--- src/rtl/fifoin_pkg.sv ---
// Shared types and default parameters for the FIFO-to-burst reader.
package fifoin_pkg;

    typedef enum logic [1:0] {
        ST_IDLE = 2'd0,
        ST_CMD  = 2'd1,
        ST_DATA = 2'd2
    } state_e;

    localparam int DEF_DATA_WIDTH   = 256;
    localparam int DEF_LEVEL_WIDTH  = 8;
    localparam int DEF_BURST_LEN    = 16;
    localparam int DEF_ADDR_WIDTH   = 28;
    localparam int DEF_FRAME_BURSTS = 1024;

    localparam int BYTES_PER_WORD   = DEF_DATA_WIDTH / 8;

    // Word counters must hold BURST_LEN itself (up to 64).
    localparam int CNT_W = 7;

    function automatic int bytes_per_word(input int data_width);
        return data_width / 8;
    endfunction

endpackage

--- src/rtl/fifoin_skid_buf.sv ---
// Two-entry output buffer: absorbs the word already in flight from the FIFO
// when the downstream stalls. Head entry is always the oldest word.
module fifoin_skid_buf #(
    parameter int DATA_WIDTH = 256
) (
    input  logic                  clk,
    input  logic                  rst_n,
    input  logic                  push_i,
    input  logic [DATA_WIDTH-1:0] push_data_i,
    input  logic                  pop_i,
    output logic                  valid_o,
    output logic [DATA_WIDTH-1:0] data_o,
    output logic [1:0]            count_o
);

    logic [DATA_WIDTH-1:0] head_q, head_d;
    logic [DATA_WIDTH-1:0] tail_q, tail_d;
    logic [1:0]            count_q, count_d;
    logic                  do_pop;

    // Next buffer contents for every push/pop combination.
    always_comb begin
        head_d  = head_q;
        tail_d  = tail_q;
        count_d = count_q;
        do_pop  = pop_i && (count_q != 2'd0);
        case ({push_i, do_pop})
            2'b10: begin
                if (count_q == 2'd0) head_d = push_data_i;
                else                 tail_d = push_data_i;
                count_d = count_q + 2'd1;
            end
            2'b01: begin
                head_d  = tail_q;
                count_d = count_q - 2'd1;
            end
            2'b11: begin
                if (count_q == 2'd1) begin
                    head_d = push_data_i;
                end else begin
                    head_d = tail_q;
                    tail_d = push_data_i;
                end
            end
            default: ;
        endcase
    end

    // Buffer storage; entries clear on reset so the data output reads zero.
    always_ff @(posedge clk or negedge rst_n) begin
        if (!rst_n) begin
            head_q  <= '0;
            tail_q  <= '0;
            count_q <= 2'd0;
        end else begin
            head_q  <= head_d;
            tail_q  <= tail_d;
            count_q <= count_d;
        end
    end

    assign valid_o = (count_q != 2'd0);
    assign data_o  = head_q;
    assign count_o = count_q;

endmodule

--- src/rtl/fifoin_burst_reader.sv ---
// Drains fixed-length bursts from a FIFO: issues one address command per
// burst, then streams BURST_LEN words with a 2-entry output buffer.
//
// state   | meaning
// IDLE    | waiting for FIFO level >= BURST_LEN
// CMD     | presenting burst command, waiting for cmd_ready
// DATA    | reading BURST_LEN words and streaming them out
module fifoin_burst_reader
    import fifoin_pkg::*;
#(
    parameter int                    DATA_WIDTH   = DEF_DATA_WIDTH,
    parameter int                    LEVEL_WIDTH  = DEF_LEVEL_WIDTH,
    parameter int                    BURST_LEN    = DEF_BURST_LEN,
    parameter int                    ADDR_WIDTH   = DEF_ADDR_WIDTH,
    parameter logic [ADDR_WIDTH-1:0] BASE_ADDR    = '0,
    parameter int                    FRAME_BURSTS = DEF_FRAME_BURSTS
) (
    input  logic                   clk,
    input  logic                   rst_n,
    output logic                   rd_en,
    input  logic [DATA_WIDTH-1:0]  rd_data,
    input  logic                   rd_empty,
    input  logic [LEVEL_WIDTH-1:0] rd_water_level,
    input  logic                   frame_sync,
    output logic                   cmd_valid,
    input  logic                   cmd_ready,
    output logic [ADDR_WIDTH-1:0]  cmd_addr,
    output logic [7:0]             cmd_len,
    output logic                   m_valid,
    input  logic                   m_ready,
    output logic [DATA_WIDTH-1:0]  m_data,
    output logic                   m_last,
    output logic                   busy
);

    localparam int                    BC_W      = $clog2(FRAME_BURSTS + 1);
    localparam logic [CNT_W-1:0]       LEN_C     = CNT_W'(BURST_LEN);
    localparam logic [CNT_W-1:0]       LAST_C    = CNT_W'(BURST_LEN - 1);
    localparam logic [LEVEL_WIDTH-1:0] LVL_C     = LEVEL_WIDTH'(BURST_LEN);
    localparam logic [BC_W-1:0]        BC_LAST   = BC_W'(FRAME_BURSTS - 1);
    localparam logic [ADDR_WIDTH-1:0]  ADDR_STEP =
        ADDR_WIDTH'(BURST_LEN * bytes_per_word(DATA_WIDTH));

    state_e                state_q, state_d;
    logic [ADDR_WIDTH-1:0] addr_q, addr_d;
    logic [BC_W-1:0]       bcnt_q, bcnt_d;
    logic [CNT_W-1:0]      rd_cnt_q, rd_cnt_d;
    logic [CNT_W-1:0]      beat_cnt_q, beat_cnt_d;
    logic                  sync_pend_q, sync_pend_d;
    logic                  inflight_q;
    logic [1:0]            buf_count;
    logic [2:0]            pending;
    logic                  pop, cmd_fire, burst_done;

    assign pop        = m_valid && m_ready;
    assign cmd_fire   = cmd_valid && cmd_ready;
    assign m_last     = m_valid && (beat_cnt_q == LAST_C);
    assign burst_done = pop && m_last;
    assign cmd_addr   = addr_q;
    assign cmd_len    = 8'(BURST_LEN - 1);

    // Words that will occupy the buffer after this cycle's pop; the pop is
    // credited so a full-rate stream keeps one read in flight every cycle.
    assign pending = {1'b0, buf_count} + {2'b0, inflight_q} - {2'b0, pop};

    // State register.
    always_ff @(posedge clk or negedge rst_n) begin
        if (!rst_n) state_q <= ST_IDLE;
        else        state_q <= state_d;
    end

    // Next-state logic.
    always_comb begin
        state_d = state_q;
        case (state_q)
            ST_IDLE: if (rd_water_level >= LVL_C) state_d = ST_CMD;
            ST_CMD:  if (cmd_ready)               state_d = ST_DATA;
            ST_DATA: if (burst_done)              state_d = ST_IDLE;
            default:                              state_d = ST_IDLE;
        endcase
    end

    // FSM outputs, including the FIFO read strobe.
    always_comb begin
        cmd_valid = (state_q == ST_CMD);
        busy      = (state_q != ST_IDLE);
        rd_en     = (state_q == ST_DATA) && (rd_cnt_q < LEN_C) &&
                    !rd_empty && (pending < 3'd2);
    end

    // Word counters, frame address/burst tracking and deferred frame restart.
    always_comb begin
        addr_d      = addr_q;
        bcnt_d      = bcnt_q;
        sync_pend_d = sync_pend_q;
        rd_cnt_d    = rd_cnt_q;
        beat_cnt_d  = beat_cnt_q;

        if (cmd_fire) begin
            rd_cnt_d   = '0;
            beat_cnt_d = '0;
        end else begin
            if (rd_en) rd_cnt_d   = rd_cnt_q + CNT_W'(1);
            if (pop)   beat_cnt_d = beat_cnt_q + CNT_W'(1);
        end

        if (state_q == ST_IDLE) begin
            if (frame_sync) begin
                addr_d = BASE_ADDR;
                bcnt_d = '0;
            end
        end else if (burst_done) begin
            sync_pend_d = 1'b0;
            if (sync_pend_q || frame_sync || (bcnt_q == BC_LAST)) begin
                addr_d = BASE_ADDR;
                bcnt_d = '0;
            end else begin
                addr_d = addr_q + ADDR_STEP;
                bcnt_d = bcnt_q + BC_W'(1);
            end
        end else if (frame_sync) begin
            sync_pend_d = 1'b1;
        end
    end

    // Datapath and bookkeeping registers.
    always_ff @(posedge clk or negedge rst_n) begin
        if (!rst_n) begin
            addr_q      <= BASE_ADDR;
            bcnt_q      <= '0;
            sync_pend_q <= 1'b0;
            rd_cnt_q    <= '0;
            beat_cnt_q  <= '0;
            inflight_q  <= 1'b0;
        end else begin
            addr_q      <= addr_d;
            bcnt_q      <= bcnt_d;
            sync_pend_q <= sync_pend_d;
            rd_cnt_q    <= rd_cnt_d;
            beat_cnt_q  <= beat_cnt_d;
            inflight_q  <= rd_en;
        end
    end

    fifoin_skid_buf #(
        .DATA_WIDTH (DATA_WIDTH)
    ) u_skid_buf (
        .clk         (clk),
        .rst_n       (rst_n),
        .push_i      (inflight_q),
        .push_data_i (rd_data),
        .pop_i       (pop),
        .valid_o     (m_valid),
        .data_o      (m_data),
        .count_o     (buf_count)
    );

endmodule

--- config.mk ---
export PLATFORM = sky130hd
export DESIGN_NAME = fifoin_burst_reader
export DESIGN_NICKNAME = d
export VERILOG_FILES = /design/src/rtl/fifoin_pkg.sv /design/src/rtl/fifoin_skid_buf.sv /design/src/rtl/fifoin_burst_reader.sv
export SDC_FILE = /design/constraint.sdc
export NUM_CORES = 1
export LEC_CHECK = 0
export BUFFER_PORTS_ARGS = -buffer_cell sky130_fd_sc_hd__buf_2
export CAP_MARGIN = 0
export CELL_PAD_IN_SITES_DETAIL_PLACEMENT = 1
export CELL_PAD_IN_SITES_GLOBAL_PLACEMENT = 1
export CORE_MARGIN = 2
export CORE_UTILIZATION = 33
export CTS_CLUSTER_SIZE = 14
export DETAILED_ROUTE_END_ITERATION = 8
export HOLD_SLACK_MARGIN = 0.02
export MAX_ROUTING_LAYER = met4
export PLACE_DENSITY_LB_ADDON = 0.1
export SLEW_MARGIN = 20
export SYNTH_ARGS = -nofsm -noshare
export SYNTH_HDL_FRONTEND = slang
export SYNTH_SLANG_ARGS = --single-unit
--- constraint.sdc ---
create_clock -name clk -period 3.4 [get_ports clk]
set_input_delay 0.68 -clock clk [delete_from_list [all_inputs] [get_ports clk]]
set_output_delay 0.68 -clock clk [all_outputs]
set_load 0.02 [all_outputs]
## Word level (Yosys, flattened, before mapping)

Cells that the tools add are included.

| word-level totals | value |
|---|---|
| input bits | 270 |
| word-level logic and storage cells | 89 |
| register bits | 571 |
| output and inout bits | 297 |

| cells by class | value |
|---|---|
| $add $sub $neg | 8 |
| equal/unequal tests | 15 |
| $lt $le $gt $ge | 3 |
| bitwise operators | 1 |
| reduce and logical (&&, ||, !) cells | 27 |
| mux-type cells | 25 |

Operators with widths:

| cell | count |
|---|---|
| 2-to-1 mux 256 bit | 4 |
| case mux 256 bit (3 select lines) | 1 |
| case mux 256 bit (2 select lines) | 1 |
| 2-to-1 mux 28 bit | 4 |
| 2-to-1 mux 11 bit | 4 |
| adder 28 x 10 -> 28 bit, second input constant | 1 |
| 2-to-1 mux 7 bit | 4 |
| nonzero test 2 bit | 8 |
| adder 7 x 1 -> 7 bit, second input constant | 2 |
| adder 11 x 1 -> 11 bit, second input constant | 1 |
| equality test 11 x 10 -> 1 bit, second input constant | 1 |
| != test 2 bit, second input constant | 5 |
| >= comparator 8 x 5 -> 1 bit, second input constant | 1 |
| logical AND 1 bit | 8 |
| equality test 7 x 4 -> 1 bit, second input constant | 1 |
| < comparator 7 x 5 -> 1 bit, second input constant | 1 |
| equality test 2 x 1 -> 1 bit, second input constant | 3 |
| equality test 2 bit, second input constant | 3 |
| 2-to-1 mux 2 bit | 3 |
| case mux 2 bit (3 select lines) | 1 |
| AND reduction 2 bit | 3 |
| AND reduction 3 bit | 2 |
| logical NOT 2 bit | 2 |
| != test 2 x 1 -> 1 bit, second input constant | 2 |
| 11 further kinds | 13 |

## Longest topological paths before layout

| depth | value |
|---|---|
| depth in word-level cells | 7 |
| depth in mapped cells | 12 |
| gate-level depth less buffers | 11 |

## By module

Synthesis repeated with hierarchy kept, for this count alone.

| unflattened totals | value |
|---|---|
| cells, all modules | 2312 |
| area total of the unflattened synthesis | 24905.1 µm² |

Modules (own cells, without submodules):

| module | seq. area each (µm²) | times used | cells an instance | area an instance (µm²) |
|---|---|---|---|---|
| fifoin_skid_buf | 12862.3 | 1 | 2018 | 22034.9 |
| fifoin_burst_reader | 1201.2 | 1 | 294 | 2870.3 |

## Least setup slack after synthesis

Ideal clock, no wire load.

| path | value |
|---|---|
| path kind | flip-flop to output port |
| from | register u_skid_buf.count_q[1], in the netlist u_skid_buf.count_o[1] |
| to | output rd_en |
| data arrival time | 2.498 ns |
| setup slack | 0.222 ns |
| required time | 2.720 ns |
| buffers on the path | 1 |
| cell stages (with the launch flop) | 10 |
| path through | dfrtp_1 -> inv_1 -> ha_1 -> nor2b_1 -> buf_2 -> ha_1 -> nand2b_1 -> fa_1 -> xor2_1 -> nor3_2 |

| on the way | value |
|---|---|
| word-level cells in the longest chain between the ends | 5 |
| elaborated cells on any way between the ends | 6 |
| those cells by class | add/sub: 2; order compare: 1; reduce/logical: 3 |

RTL lines:

| element | line | source |
|---|---|---|
| start, declared | fifoin_skid_buf.sv:18 | `logic [1:0] count_q, count_d;` |
| start signal, assigned | fifoin_skid_buf.sv:58 | `count_q <= count_d;` |
| parallel branches: the longest is 2 deep, another holds adder 2 x 1 -> 3 bit | n/a |  |
| subtractor 3 x 1 -> 3 bit * | fifoin_burst_reader.sv:64 | `assign pending = {1'b0, buf_count} + {2'b0, inflight_q} - {2'b0, pop};` |
| < comparator 3 x 2 -> 1 bit * | fifoin_burst_reader.sv:88 | `!rd_empty && (pending < 3'd2);` |
| logical AND 1 bit * | fifoin_burst_reader.sv:88 |  |
| end, declared | fifoin_burst_reader.sv:20 | `output logic rd_en,` |

Mark *: on every way between the ends.

## Worst setup path after layout

Same ends and word-level chain as after synthesis.

==> flow_metrics.py <==
metrics = {
    "route": {
        "finalWirelength_mm": 75.49,
        "drt-wirelength-per-cell_um": 21.25,
        "antenna_violating_nets_post_route": 0,
        "detail_route.vias_per_cell": 5.053,
        "drc_errors": 0,
        "first_iter_violations": 986,
        "vias": 17960,
        "detail_route.first_pass.iterations": 5,
    },
    "synth": {
        "async_reset_ff_share_pct": 100.0,
        "library_cell_occupying_the_most_area_in_the_post_synthesis_netlist": "sky130_fd_sc_hd__dfrtp_1",
        "xor_xnor_share_of_the_synthesized_area_pct": 0.5265,
        "synth_cell_types": 47,
        "simple_logic_cell_fraction_of_the_synthesized_area_pct": 6.807,
        "synth-edff-count": 0,
        "syn_area_sq_mm": 0.02329,
        "synth_top_family_by_area": "compound AO/OA/AOI/OAI gates",
        "synthTopCellsByArea": "sky130_fd_sc_hd__dfrtp_1, sky130_fd_sc_hd__mux2_2, sky130_fd_sc_hd__a22oi_1",
        "yosys.area.top_type_share_pct": 60.39,
        "post_synth_inst_count": 1980,
        "leading_register_cell_type_out_of_synthesis": "sky130_fd_sc_hd__dfrtp_1",
        "synth.area.mux_share_pct": 12.46,
        "synth.yosys.seq_area_share_pct": 60.39,
        "synth_adder_area_share_pct": 0.6232,
        "synth_seq_cells": 562,
        "synth.yosys.warnings": 0,
        "share_of_the_synthesized_area_in_compound_gates_ao_oa_aoi_oai_pct": 15.63,
        "synth_area_per_cell_sq_um": 11.76,
    },
    "floorplanning": {
        "num_rows": 97,
        "floorplan.initialDensity_pct": 33.31,
        "floorplan.die.width_um": 269.7,
        "top_level_ports": 567,
        "core_area_sq_mm": 0.06991,
        "die_area_sq_mm": 0.07271,
        "floorplan.die.height_um": 269.7,
    },
    "sta": {
        "setup_repair_after_global_routing_missed_its_margin": "yes",
        "final_setup_vio_count": 0,
        "fin_worst_skew_ns": 0.02460,
        "max_freq_ghz": 0.3003,
        "worst_slew_margin_rel_pct": 50.11,
        "min_period_ns": 3.329,
        "hold_violations": 0,
        "timing.final.max_slew_violations": 0,
        "final_min_period_over_clock_period_pct": 97.93,
        "max_slew.worst_pin.slew_ns": 0.7483,
        "worst_case_hold_slack_ns": 0.3323,
    },
    "min_path": {
        "timing.hold.worst.start": "rd_data[97]",
        "timing.hold.worst_endpoint": "u_skid_buf.tail_q[97]",
        "worst_hold_path_type": "input port to flip-flop",
        "min_delay_path_depth": 2,
    },
    "worst_setup_path": {
        "startpoint": "u_skid_buf.count_o[1]",
        "r2r_end": "u_skid_buf.tail_q[99]",
        "cell_family_with_the_largest_share_of_critical_path_delay": "adder cells",
        "ff2ff_path_depth": 19,
        "cp_cell_sequence": "inv_2, ha_4, nor2b_4, ha_4, nand2b_4, fa_2, nand3b_1, nor3_2, buf_4",
        "critical_path_peak_fanout": 2,
        "cp.arrival_ns": 2.65,
        "worstSetupEndpointType": "output port",
        "critical_path.slowest_cell": "sky130_fd_sc_hd__fa_2",
        "critical_path_required_ns": 2.72,
        "r2r_setup_slack_ns": 0.11,
        "crit-reg2reg-launch": "u_skid_buf.count_o[1]",
        "startpoint_to_endpoint_class_of_the_critical_path": "flip-flop to output port",
        "critical-path-max-stage-delay_ns": 0.52,
        "crit_top_cell": "sky130_fd_sc_hd__ha_4",
        "critical_path.n_buffers_inverters": 2,
        "setup.worst_path.start_class": "flip-flop",
    },
    "clock_network": {
        "tritoncts_buffers": 67,
        "cts.path.max_buffers": 3,
        "clk_pin_slew_ns": 0.06,
        "tritoncts": "yes",
        "cts.root.buffer_cell": "sky130_fd_sc_hd__clkbuf_16",
        "clock_sinks": 562,
        "cts_htree_levels": 3,
        "clock_latency_ns": 0.60,
    },
    "final_layout": {
        "area_growth_syn_to_layout_pct": 28.72,
        "post_route_cells_drive_above_1_share_pct": 38.92,
        "nFillCells": 7695,
        "multi_input_area_sq_mm": 0.008528,
        "design.final.nets": 2803,
        "sequential_area_sq_mm": 0.01406,
    },
    "run": {
        "max_cap_violations": 0,
    },
    "power_and_ir_drop": {
        "clkPwrFrac_pct": 25.5,
        "power.net_switching_w": 0.01046,
        "p_leak_nw": 14.44,
        "ir_drop_mv": 0.4225,
        "power_frac_seq_pct": 38.7,
        "power_density_mw_per_mm2": 938.9,
        "power.combinational.fraction_pct": 35.9,
        "power.share.switching_pct": 37.17,
        "fin_total_pwr_w": 0.02814,
        "internal-power_w": 0.01768,
    },
    "global_routing": {
        "globalRouteTotalUtil_pct": 20.30,
        "grt_pass1_wl_mm": 113.7,
        "via_count_of_the_first_global_routing_pass": 19190,
        "globalRoute.totalOverflow": 0,
        "antenna_found_initial": 40,
        "grt_start_max_net_pins": 165,
    },
    "place": {
        "gpl.final_weighted_congestion": 0.7770,
        "port_buffers": 545,
        "dpl.hpwl_mm": 48.91,
    },
    "run_status": {
        "run_status": "completed",
    },
}
==> final cells by class <==
type | instances | area share [%]
antenna | 41 | 0.3423
clock buffer | 101 | 6.657
clock inverter | 18 | 0.7095
inverter | 12 | 0.1503
multi-input combinational | 1252 | 28.45
sequential | 562 | 46.91
tap | 940 | 3.923
timing repair buffer | 627 | 12.86
==> cell families after synthesis <==
kind of cell	after synthesis
fa+ha+maj	11
buf+inv	181
simple gates	373
compound gates	579
mux	258
other cells	2
xor+xnor	14
flops	562
==> synth_stat cells, types with 6 or more instances <==
| library cell | number |
|---|---|
| sky130_fd_sc_hd__dfrtp_1 | 562 |
| sky130_fd_sc_hd__nand2_1 | 279 |
| sky130_fd_sc_hd__a22oi_1 | 256 |
| sky130_fd_sc_hd__mux2_2 | 256 |
| sky130_fd_sc_hd__o21ai_0 | 210 |
| sky130_fd_sc_hd__clkbuf_1 | 98 |
| sky130_fd_sc_hd__o21ai_1 | 63 |
| sky130_fd_sc_hd__buf_2 | 50 |
| sky130_fd_sc_hd__nor2_1 | 26 |
| sky130_fd_sc_hd__buf_4 | 21 |
| sky130_fd_sc_hd__a21oi_1 | 18 |
| sky130_fd_sc_hd__a31oi_1 | 16 |
| sky130_fd_sc_hd__or3_1 | 14 |
| sky130_fd_sc_hd__inv_1 | 12 |
| sky130_fd_sc_hd__nand3_1 | 12 |
| sky130_fd_sc_hd__ha_1 | 10 |
| sky130_fd_sc_hd__xor2_1 | 8 |
| sky130_fd_sc_hd__nand4_1 | 7 |
| sky130_fd_sc_hd__and3_1 | 6 |
| sky130_fd_sc_hd__xnor2_1 | 6 |
==> sequential cells by signal (all words and copies together), names as in the netlist <==
name                cells
beat_cnt_q              7
sync_pend_q             1
inflight_q              1
rd_cnt_q                7
u_skid_buf.count_o      2
u_skid_buf.tail_q     256
bcnt_q                 11
state_q                 2
u_skid_buf.data_o     256
cmd_addr               19
==> layout by cell type, fill, tap and decap left out, types with 10 or more instances in the layout <==
cell type | netlist | layout
sky130_fd_sc_hd__a31oi_1 | 16 | 16
sky130_fd_sc_hd__nor2_1 | 26 | 26
sky130_fd_sc_hd__nand2_1 | 279 | 279
sky130_fd_sc_hd__buf_12 | 0 | 16
sky130_fd_sc_hd__mux2_2 | 256 | 256
sky130_fd_sc_hd__o21ai_0 | 210 | 210
sky130_fd_sc_hd__clkbuf_8 | 0 | 17
sky130_fd_sc_hd__diode_2 | 0 | 41
sky130_fd_sc_hd__nand3_1 | 12 | 12
sky130_fd_sc_hd__dfrtp_1 | 562 | 562
sky130_fd_sc_hd__buf_4 | 21 | 46
sky130_fd_sc_hd__a21oi_1 | 18 | 17
sky130_fd_sc_hd__or3_1 | 14 | 14
sky130_fd_sc_hd__a22oi_1 | 256 | 256
sky130_fd_sc_hd__clkbuf_16 | 0 | 79
sky130_fd_sc_hd__conb_1 | 2 | 17
sky130_fd_sc_hd__buf_2 | 50 | 543
sky130_fd_sc_hd__o21ai_1 | 63 | 62
sky130_fd_sc_hd__inv_1 | 12 | 10
sky130_fd_sc_hd__clkbuf_1 | 98 | 16
==> worst max-delay path by stage <==
stage                       end  slack [ns]  cells past startpoint
final                     rd_en        0.07                      9
after global routing      rd_en       -0.08                      9
after CTS                 rd_en       0.005                      9
after global placement    rd_en        0.30                      8
after detailed placement  rd_en        0.30                      8
after floorplan           rd_en        0.22                      9
==> through the flow <==
step | worst slack [ns] | util (%) | instances | setup TNS, ns | cell area (sq um)
2_1_floorplan | 0.2222 | - | 1995 | 0 | 23340
3_3_place_gp | 0.3016 | 38.78 | 3361 | 0 | 27110
3_5_place_dp | 0.3035 | 38.78 | 3361 | 0 | 27110
4_1_cts | 0.005380 | 42.14 | 3494 | 0 | 29460
5_1_grt | -0.08034 | 42.88 | 3552 | -5.209 | 29980
6_report | 0.07053 | 42.88 | 3553 | 0 | 29980
==> power by group through the flow <==
stage,Clock [W],Combinational (W),Sequential (W)
floorplan,0,0.00470,0.0123
global placement,0,0.00966,0.0108
detailed placement,0,0.00995,0.0110
CTS,0.00742,0.0101,0.0109
global route,0.00767,0.0111,0.0112
finish,0.00716,0.0101,0.0109
==> repair_timing <==
item,4_1_cts,5_1_grt
endpoints found under the setup margin,1,297
pin swaps,3,0
hold buffers,1,0
hold endpoints to repair,11,0
cloned,0,16
resized for setup,9,17
setup buffers,13,4
==> metal layers <==
layer / GRT usage (%) / wire (um)
met5: - / 0
met4: 9.064 / 2779
met3: 6.724 / 5280
met2: 31.80 / 36570
met1: 23.75 / 30860
No activity file was read; power rests on OpenSTA's default activity.
